[src/rtl/pipeline_ctrl_pkg.sv]
// rtl/pipeline_ctrl_pkg.sv - shared encodings for the pipeline hazard controller
// Purpose: multiply/divide op class constants and the md_sequencer state enum.
// Ports: none (package).
package pipeline_ctrl_pkg;

  localparam logic [1:0] MD_NONE = 2'b00;
  localparam logic [1:0] MD_MULT = 2'b01;
  localparam logic [1:0] MD_DIV  = 2'b10;

  typedef enum logic [1:0] {
    MD_IDLE = 2'd0,
    MD_BUSY = 2'd1,
    MD_DONE = 2'd2
  } md_state_t;

endpackage

[src/rtl/md_sequencer.sv]
// rtl/md_sequencer.sv - multiply/divide unit start/busy/done sequencer
// Purpose: starts the multiply/divide unit and tracks its busy time.
// Ports:
//   clk, rst_n   clock, asynchronous active-low reset
//   i_md_op      EX multiply/divide class (00 none, 01 mult, 10 div, 11 none)
//   o_md_start   one-cycle start pulse
//   o_md_busy    unit occupied (includes the start cycle)
//   o_hilo_we    one-cycle HI/LO write strobe
module md_sequencer
  import pipeline_ctrl_pkg::*;
#(
  parameter int MULT_CYCLES = 4,
  parameter int DIV_CYCLES  = 32
) (
  input  logic       clk,
  input  logic       rst_n,
  input  logic [1:0] i_md_op,
  output logic       o_md_start,
  output logic       o_md_busy,
  output logic       o_hilo_we
);

  localparam int MAX_CYC = (MULT_CYCLES > DIV_CYCLES) ? MULT_CYCLES : DIV_CYCLES;
  localparam int CNT_W   = (MAX_CYC > 1) ? $clog2(MAX_CYC) : 1;

  md_state_t        r_state;
  md_state_t        w_state_nxt;
  logic [CNT_W-1:0] r_cnt;
  logic [CNT_W-1:0] w_cnt_nxt;
  logic             w_md_start;

  // Start only from IDLE; a new op seen while occupied is ignored.
  // Gating with rst_n keeps md_start/md_busy low while reset is held.
  assign w_md_start = rst_n && (r_state == MD_IDLE) &&
                      ((i_md_op == MD_MULT) || (i_md_op == MD_DIV));

  always_ff @(posedge clk or negedge rst_n) begin
    if (!rst_n) begin
      r_state <= MD_IDLE;
      r_cnt   <= '0;
    end else begin
      r_state <= w_state_nxt;
      r_cnt   <= w_cnt_nxt;
    end
  end

  always_comb begin
    w_state_nxt = r_state;
    w_cnt_nxt   = r_cnt;
    case (r_state)
      MD_IDLE: begin
        if (w_md_start) begin
          w_state_nxt = MD_BUSY;
          w_cnt_nxt   = (i_md_op == MD_MULT) ? CNT_W'(MULT_CYCLES - 1)
                                             : CNT_W'(DIV_CYCLES - 1);
        end
      end
      MD_BUSY: begin
        // cnt==0 is the last busy cycle; the counter never wraps.
        if (r_cnt == '0) w_state_nxt = MD_DONE;
        else             w_cnt_nxt   = r_cnt - CNT_W'(1);
      end
      MD_DONE: w_state_nxt = MD_IDLE;
      default: w_state_nxt = MD_IDLE;
    endcase
  end

  always_comb begin
    o_md_start = w_md_start;
    o_md_busy  = (r_state != MD_IDLE) || w_md_start;
    o_hilo_we  = (r_state == MD_DONE);
  end

endmodule

[src/rtl/pipeline_hazard_ctrl.sv]
// rtl/pipeline_hazard_ctrl.sv - load-use / mul-div stall and branch flush control
// Purpose: stalls the front end on load-use and mul/div hazards, flushes on
//   taken branches, and hosts the multiply/divide sequencer.
// Ports:
//   clk, rst_n                 clock, asynchronous active-low reset
//   IF_ID_RS/RT, IF_ID_uses_RT ID source registers and RT-use flag
//   IF_ID_md_op, IF_ID_hilo_read ID is a mul/div op / MFHI-MFLO
//   ID_EX_MemRead, ID_EX_dest_reg, ID_EX_md_op  EX instruction info
//   branch_taken               EX resolved a taken branch/jump
//   PC_write, IF_ID_write      front-end load enables
//   IF_ID_flush, ID_EX_bubble  squash controls
//   md_start, md_busy, hilo_we mul/div sequencer outputs
module pipeline_hazard_ctrl
  import pipeline_ctrl_pkg::*;
#(
  parameter int MULT_CYCLES = 4,
  parameter int DIV_CYCLES  = 32
) (
  input  logic       clk,
  input  logic       rst_n,
  input  logic [4:0] IF_ID_RS,
  input  logic [4:0] IF_ID_RT,
  input  logic       IF_ID_uses_RT,
  input  logic       IF_ID_md_op,
  input  logic       IF_ID_hilo_read,
  input  logic       ID_EX_MemRead,
  input  logic [4:0] ID_EX_dest_reg,
  input  logic [1:0] ID_EX_md_op,
  input  logic       branch_taken,
  output logic       PC_write,
  output logic       IF_ID_write,
  output logic       IF_ID_flush,
  output logic       ID_EX_bubble,
  output logic       md_start,
  output logic       md_busy,
  output logic       hilo_we
);

  logic w_load_use;
  logic w_md_hazard;
  logic w_stall;
  logic w_flush;

  md_sequencer #(
    .MULT_CYCLES (MULT_CYCLES),
    .DIV_CYCLES  (DIV_CYCLES)
  ) u_md_sequencer (
    .clk        (clk),
    .rst_n      (rst_n),
    .i_md_op    (ID_EX_md_op),
    .o_md_start (md_start),
    .o_md_busy  (md_busy),
    .o_hilo_we  (hilo_we)
  );

  // Register 0 is hardwired zero, so a load into it never creates a dependency.
  assign w_load_use  = ID_EX_MemRead && (ID_EX_dest_reg != 5'd0) &&
                       ((ID_EX_dest_reg == IF_ID_RS) ||
                        (IF_ID_uses_RT && (ID_EX_dest_reg == IF_ID_RT)));
  assign w_md_hazard = md_busy && (IF_ID_md_op || IF_ID_hilo_read);

  // A taken branch squashes the ID instruction, so its stall is moot and the
  // PC must be free to load the target. rst_n gating keeps reset outputs idle.
  assign w_flush = rst_n && branch_taken;
  assign w_stall = rst_n && (w_load_use || w_md_hazard) && !branch_taken;

  assign IF_ID_flush  = w_flush;
  assign ID_EX_bubble = w_flush || w_stall;
  assign PC_write     = !w_stall;
  assign IF_ID_write  = !w_stall;

endmodule
[config.mk]
export PLATFORM = sky130hd
export DESIGN_NAME = pipeline_hazard_ctrl
export DESIGN_NICKNAME = d
export VERILOG_FILES = /design/src/rtl/pipeline_ctrl_pkg.sv /design/src/rtl/md_sequencer.sv /design/src/rtl/pipeline_hazard_ctrl.sv
export SDC_FILE = /design/constraint.sdc
export NUM_CORES = 1
export LEC_CHECK = 0
export ABC_AREA = 1
export CAP_MARGIN = 20
export CORE_MARGIN = 8
export CORE_UTILIZATION = 44
export CTS_CLUSTER_SIZE = 20
export DETAILED_ROUTE_END_ITERATION = 7
export GPL_TIMING_DRIVEN = 0
export PLACE_DENSITY_LB_ADDON = 0.12
export SETUP_SLACK_MARGIN = 0.1
export SLEW_MARGIN = 0
export SYNTH_ARGS = -nofsm -noshare
export SYNTH_HDL_FRONTEND = slang
export SYNTH_SLANG_ARGS = --single-unit
[constraint.sdc]
create_clock -name clk -period 2.41 [get_ports clk]
set_input_delay 0.241 -clock clk [delete_from_list [all_inputs] [get_ports clk]]
set_output_delay 0.241 -clock clk [all_outputs]
set_load 0.005 [all_outputs]
# After elaboration in Yosys (flattened, before gate mapping)
# Cells that the tools add are included.
[word_totals] ff_bits=7 latch_bits=0 mem_bits_rw=0 romBits=0 input_bits=24 wordCells=43 memories=0
[op_classes] addsub=1 mul=0 div=0 order_cmp=0 n_eq_ne=9 shift=0 muxes=7 bitwise_logic=0 n_reduce_logical=24
[ops] operator="5-bit 2-to-1 mux" n=3
[ops] operator="5-bit equality test" n=2
[ops] operator="5-bit one-hot mux with 2 select lines" n=1
[ops] operator="1-bit logical AND" n=9
[ops] operator="1-bit logical OR" n=6
[ops] operator="5-bit logical NOT" n=1
[ops] operator="5-bit nonzero test" n=1
[ops] operator="5-bit by 1-bit subtractor with 5-bit output, second input constant" n=1
[ops] operator="2-bit by 1-bit equality test with 1-bit output, second input constant" n=2
[ops] operator="2-bit equality test, second input constant" n=2
[ops] operator="2-bit 2-to-1 mux" n=2
[ops] operator="2-bit by 1-bit inequality test with 1-bit output, second input constant" n=2
[ops] operator="2-bit one-hot mux with 2 select lines" n=1
[ops] operator="2-bit nonzero test" n=2
[ops] operator="3-bit AND reduction" n=1
[ops] operator="1-bit logical NOT" n=2
[ops] operator="2-bit logical NOT" n=1
[ops] operator="2-bit inequality test, second input constant" n=1
[ops] operator="2-bit AND reduction" n=1

# Depth between registers and ports, before layout
[depth] ltp_word=9 ltp_mapped=10 depth_no_buf=10

# Hierarchy
# Synthesis repeated with hierarchy kept, for this count alone.
[unflattened] hier_cells=124 area_unflattened_um2=719.4
[modules_own_cells] mod="md_sequencer" n_inst=1 cells_each=62 area_each_um2=457.9 seq_area_each_um2=175.2
[modules_own_cells] mod="pipeline_hazard_ctrl" n_inst=1 cells_each=62 area_each_um2=261.5 seq_area_each_um2=0.0

# Worst setup path before layout
# Ideal clock, no wire load.
[synth_path] path_type="input to output" from="in ID_EX_md_op[1]" to="out PC_write" arrival_ns=1.247 t_required_ns=2.169 path_slack_ns=0.922 cell_stages=8 cell_sequence="inv_1 -> ha_1 -> nor3_4 -> or2_4 -> o21ai_2 -> nand2_1 -> nand2_1 -> buf_4"
[synth_via] elab_chain_len=9 word_cells_on_any_way=10 cone_classes="2 x eq/ne; 8 x reduce/logical"
[synth_lines] element="start: declaration" line="pipeline_hazard_ctrl.sv:28" text="input logic [1:0] ID_EX_md_op,"
[synth_lines] element="2-bit by 1-bit equality test with 1-bit output / 2-bit equality test (equally long branches)" line="md_sequencer.sv:35" text="((i_md_op == MD_MULT) || (i_md_op == MD_DIV));"
[synth_lines] element="1-bit logical OR *" line="md_sequencer.sv:35"
[synth_lines] element="1-bit logical AND *" line="md_sequencer.sv:34" text="assign w_md_start = rst_n && (r_state == MD_IDLE) &&"
[synth_lines] element="net md_start" line="pipeline_hazard_ctrl.sv:34" text="output logic md_start,"
[synth_lines] element="1-bit logical OR *" line="md_sequencer.sv:70" text="o_md_busy = (r_state != MD_IDLE) || w_md_start;"
[synth_lines] element="net md_busy" line="pipeline_hazard_ctrl.sv:35" text="output logic md_busy,"
[synth_lines] element="1-bit logical AND *" line="pipeline_hazard_ctrl.sv:60" text="assign w_md_hazard = md_busy && (IF_ID_md_op || IF_ID_hilo_read);"
[synth_lines] element="1-bit logical OR *" line="pipeline_hazard_ctrl.sv:65" text="assign w_stall = rst_n && (w_load_use || w_md_hazard) && !branch_taken;"
[synth_lines] element="1-bit logical AND * (2 in a row)" line="pipeline_hazard_ctrl.sv:65"
[synth_lines] element="1-bit logical NOT *"
[synth_lines] element="end: declaration" line="pipeline_hazard_ctrl.sv:30" text="output logic PC_write,"
# The timed path passes the listed nets; every way through them passes the cells marked *.

# Final worst setup path
[layout_path] from="in ID_EX_md_op[1]" to="out IF_ID_write"
[layout_via] elab_chain_len=9 word_cells_on_any_way=10 cone_classes="2 x eq/ne; 8 x reduce/logical"
[layout_lines] element="2-bit by 1-bit equality test with 1-bit output / 2-bit equality test (equally long branches)" line="md_sequencer.sv:35"
[layout_lines] element="1-bit logical OR *" line="md_sequencer.sv:35"
[layout_lines] element="1-bit logical AND *" line="md_sequencer.sv:34"
[layout_lines] element="1-bit logical OR *" line="md_sequencer.sv:70"
[layout_lines] element="1-bit logical AND *" line="pipeline_hazard_ctrl.sv:60"
[layout_lines] element="1-bit logical OR *" line="pipeline_hazard_ctrl.sv:65"
[layout_lines] element="1-bit logical AND * (2 in a row)" line="pipeline_hazard_ctrl.sv:65"
[layout_lines] element="1-bit logical NOT *" line="pipeline_hazard_ctrl.sv:70" text="assign IF_ID_write = !w_stall;"
[layout_lines] element="end: declaration" line="pipeline_hazard_ctrl.sv:31" text="output logic IF_ID_write,"
# Every way passes the cells marked *; elsewhere a longest branch is shown, timed or not.

==> parameters.txt <==
Parameter                              Value

Floorplan
  Floorplan die area    ~0.0031 mm2
  Starting utilization of the core area    a little under half
  Number of rows in the core area    14
  Area of the core    0.00151 mm2
  Die boundary width    between 50 and 60 um
  DIE HEIGHT    ~56 um
  Number of top-level pins    31

Route
  Final wirelength    1820 um
  Initial detailed-routing violation count    13
  Via density per instance    ~4.7
  Post-DRT Antenna Nets    0
  DR DRC count    0
  Count of vias placed by the detailed router    between 700 and 800
  First-pass iteration count of the detailed router    4
  WL/cell    10.7 um

Setup path
  Cell depth of the worst flop-to-flop path    8
  Slowest cell delay on critical path    0.51 ns
  Internal reg-to-reg setup slack    approximately 0.97 ns
  Reg-to-Reg Start    u_md_sequencer.r_cnt[0]
  Top Family by Delay on Critical Path    buffers and inverters
  WS Path Type    input pin to output pin
  Cells along the critical path    clkdlybuf4s50_1 > inv_1 > ha_4 > nor3_4 > or2_4 > o21ai_2 > nand2_1 > nand2_2 > clkdlybuf4s50_1
  Data arrival at the endpoint of the critical path    between 2 and 2.5 ns
  Count of buffer and inverter cells on the critical path    3
  Element type at the critical path start    input pin
  Biggest fanout along the worst timing path    3
  Crit path capture type    output pin
  Reg2Reg Capture Point    u_md_sequencer.r_cnt[3]
  Critical path data required time    between 2 and 2.5 ns
  Cell type of the slowest stage on the worst timing path    clkdlybuf4s50_1
  Cell repeated most along the worst path    clkdlybuf4s50_1

Global routing
  Number of global-route vias before repair    approximately 760
  GRT Resource Usage Total    between 10% and 20%
  Largest net degree at the start of global routing    10
  Overall overflow remaining after global route    0
  Global-route wire length before repair    around 3000 um
  Initial antenna violation count    0

Power
  Power, Total    775 uW
  Power density of the placed cells    between 700 and 800 mW/mm2
  Leakage component of the power    about 0.00061 uW
  Peak VDD IR    approximately 580 uV

Layout
  Number of nets in the layout    between 150 and 200
  Fraction of layout cells with a size suffix above 1    13.0%
  Relative area change from synthesis to final layout    53.8%
  Multi-input combinational cell area    between 400 and 500 um2
  Number of antenna cells inserted    0
  Sequential cell area in the final layout    175 um2
  Filler cell count in the final layout    128

CTS
  Sink Count    7
  Clock tree from TritonCTS    yes
  Count of hold buffers inserted by post-cts repair    0
  Register clock-pin slew on the reported worst setup and hold paths    about 0.060 ns
  Root buffer selected by CTS    clkbuf_4
  CTS Buffer Depth    2
  H-tree lvl count    1
  Num CTS Buffers    3
  Clock insertion delay at the later pin of the skew report    0.25 ns

Synth
  Main combinational cell family by area after synthesis    simple AND/OR/NAND/NOR gates
  YS warnings    0
  Fraction of the yosys area taken by sequential cells    between 20% and 30%
  Dominant cells by area after synthesis    dfrtp_1 (25%), nand2_1 (20%), inv_1 (14%)
  Simple-gate share of the synthesized area    around 40%
  Post-synthesis instance total    118
  Cell taking the most area after synthesis    dfrtp_1
  Total standard cell area after synthesis    699 um2
  Synth cell types    23
  Share of synthesized area spent on multiplexers    0%
  Syn Nets    around 150
  Mean Syn Cell Area    ~5.9 um2
  Synthesized-area fraction occupied by ao, oa, aoi and oai cells    roughly a tenth
  Synthesized-area fraction occupied by xor and xnor cells    between 1 and 1.5%
  Adder-cell area share of the yosys netlist    under 10%
  Area fraction of the dominant cell type after synthesis    25.0%
  Count of state elements after synthesis    7

Run status
  Outcome    finished, final reports clean

STA
  Count of final setup violators    0
  Measured slew at the worst slew-check pin    about 0.40 ns
  Min Hold Slack    between 0.01 and 0.015 ns
  Final cycle utilization of the critical path    between 90% and 100%
  Unrepaired setup endpoints after global routing    yes
  Max-slew headroom at the worst pin    73.3%
  Clock skew after layout    roughly 0.010 ns
  Hold Vio Cnt, Final    0
  Post-route minimum period    between 2 and 2.5 ns
  Final-report max-slew violation count    0
  Highest Clock Rate    0.444 GHz

Placement
  Final weighted congestion in routability-driven placement    approximately 0.9
  IO buf count    30
  Final HPWL DP    1600 um

Job
  Number of max-capacitance violations reported    0

Hold path
  Type of the tightest min-delay check    input pin to async pin
==> how the worst max path moves through the flow <==
stage / startpoint / endpoint / slack [ns] / depth (start not counted)
floorplan: ID_EX_md_op[1] / PC_write / 0.92 / 8
global placement: rst_n / PC_write / -0.04 / 9
detailed placement: rst_n / PC_write / -0.05 / 9
CTS: ID_EX_md_op[0] / ID_EX_bubble / 0.16 / 9
global route: ID_EX_md_op[1] / IF_ID_write / 0.09 / 9
finish: ID_EX_md_op[1] / IF_ID_write / 0.16 / 9
==> placed cells by master, fill, tap and decap left out <==
| cell | netlist | final |
|---|---|---|
| nand2_1 | 38 | 37 |
| clkdlybuf4s50_1 | 0 | 27 |
| inv_1 | 26 | 26 |
| nor2_1 | 14 | 14 |
| dfrtp_1 | 7 | 7 |
| nand3_1 | 4 | 4 |
| o21ai_0 | 4 | 4 |
| inv_2 | 3 | 3 |
| o21ai_1 | 3 | 3 |
| buf_4 | 1 | 3 |
| clkbuf_4 | 0 | 3 |
| nand2_2 | 1 | 2 |
| or2_4 | 2 | 2 |
| a21oi_1 | 2 | 2 |
| ha_1 | 3 | 2 |
| dlygate4sd2_1 | 0 | 2 |
| clkinv_2 | 1 | 1 |
| nor3_4 | 1 | 1 |
| xnor2_1 | 1 | 1 |
| nand4_1 | 1 | 1 |
| o21ai_2 | 1 | 1 |
| a31oi_2 | 1 | 1 |
| nor2_2 | 1 | 1 |
| a22oi_1 | 1 | 1 |
| nor3_1 | 1 | 1 |
| nand3_2 | 1 | 1 |
| ha_4 | 0 | 1 |
| clkbuf_1 | 0 | 1 |
| dlymetal6s2s_1 | 0 | 1 |
==> worst register-to-register path: stages, from the launching register on <==
cell and delay, ns:
dfrtp_1 0.35, inv_1 0.08, ha_1 0.22, a31oi_2 0.26, nor2_2 0.09, inv_2 0.12
nand3_2 0.07, o21ai_1 0.08, inv_1 0.05
==> power by group <==
| group | internal [uW] | switching, uW |
|---|---|---|
| sequential | 172 | 36.5 |
| combinational | 209 | 252 |
| clock | 63.1 | 43.2 |
==> sequential cells by signal (all words and copies together), names as in the netlist <==
| signal | cells |
|---|---|
| u_md_sequencer.r_state | 2 |
| u_md_sequencer.r_cnt | 5 |
==> cells by family after synthesis <==
group / after synthesis
flops: 7
xor+xnor: 1
buf+inv: 31
compound gates: 12
simple gates: 64
fa+ha+maj: 3
==> metal layers <==
layer | wire [um] | vias to the layer above | GRT usage [%] | share of wire [%]
met1 | 835 | 335 | 12.8 | 46
met4 | 7 | 0 | 1.72 | 0.38
li1 | - | 426 | - | -
met2 | 849 | 31 | 19.2 | 47
met3 | 129 | 2 | 5.02 | 7.1
met5 | 0 | - | 0 | 0
==> metrics by stage <==
| step | TNS, ns | std cells | setup slack [ns] | cell area [um2] | utilization, % |
|---|---|---|---|---|---|
| 2_1_floorplan | 0 | 118 | 0.922 | 699 | - |
| 3_3_place_gp | -0.0722 | 164 | -0.0411 | 1020 | 67.7 |
| 3_5_place_dp | -0.0981 | 164 | -0.0550 | 1020 | 67.7 |
| 4_1_cts | 0 | 168 | 0.156 | 1060 | 70.3 |
| 5_1_grt | 0 | 170 | 0.0916 | 1080 | 71.4 |
| 6_report | 0 | 170 | 0.156 | 1080 | 71.4 |
==> cells in the mapped netlist <==
| master | instances |
|---|---|
| nand2_1 | 38 |
| inv_1 | 26 |
| nor2_1 | 14 |
| dfrtp_1 | 7 |
| nand3_1 | 4 |
| o21ai_0 | 4 |
| ha_1 | 3 |
| inv_2 | 3 |
| o21ai_1 | 3 |
| a21oi_1 | 2 |
| or2_4 | 2 |
| a22oi_1 | 1 |
| a31oi_2 | 1 |
| buf_4 | 1 |
| clkinv_2 | 1 |
| nand2_2 | 1 |
| nand3_2 | 1 |
| nand4_1 | 1 |
| nor2_2 | 1 |
| nor3_1 | 1 |
| nor3_4 | 1 |
| o21ai_2 | 1 |
| xnor2_1 | 1 |
==> area by class of cell <==
cell class              count  share of cell area (%)
repair buffers             32                    29.3
flip-flops and latches      7                    16.3
well taps                  16                    1.86
clock buffers               4                    2.44
inverters                  30                    10.6
plain buffers               1                   0.698
multi-input cells          80                    38.8
==> what timing repair did <==
item                       in CTS  in global routing
pin swaps                       1                  2
setup buffers                   0                  2
resized for setup               4                  1
setup endpoints to repair       3                  1
Note: power is estimated with default switching activity, not from simulation.
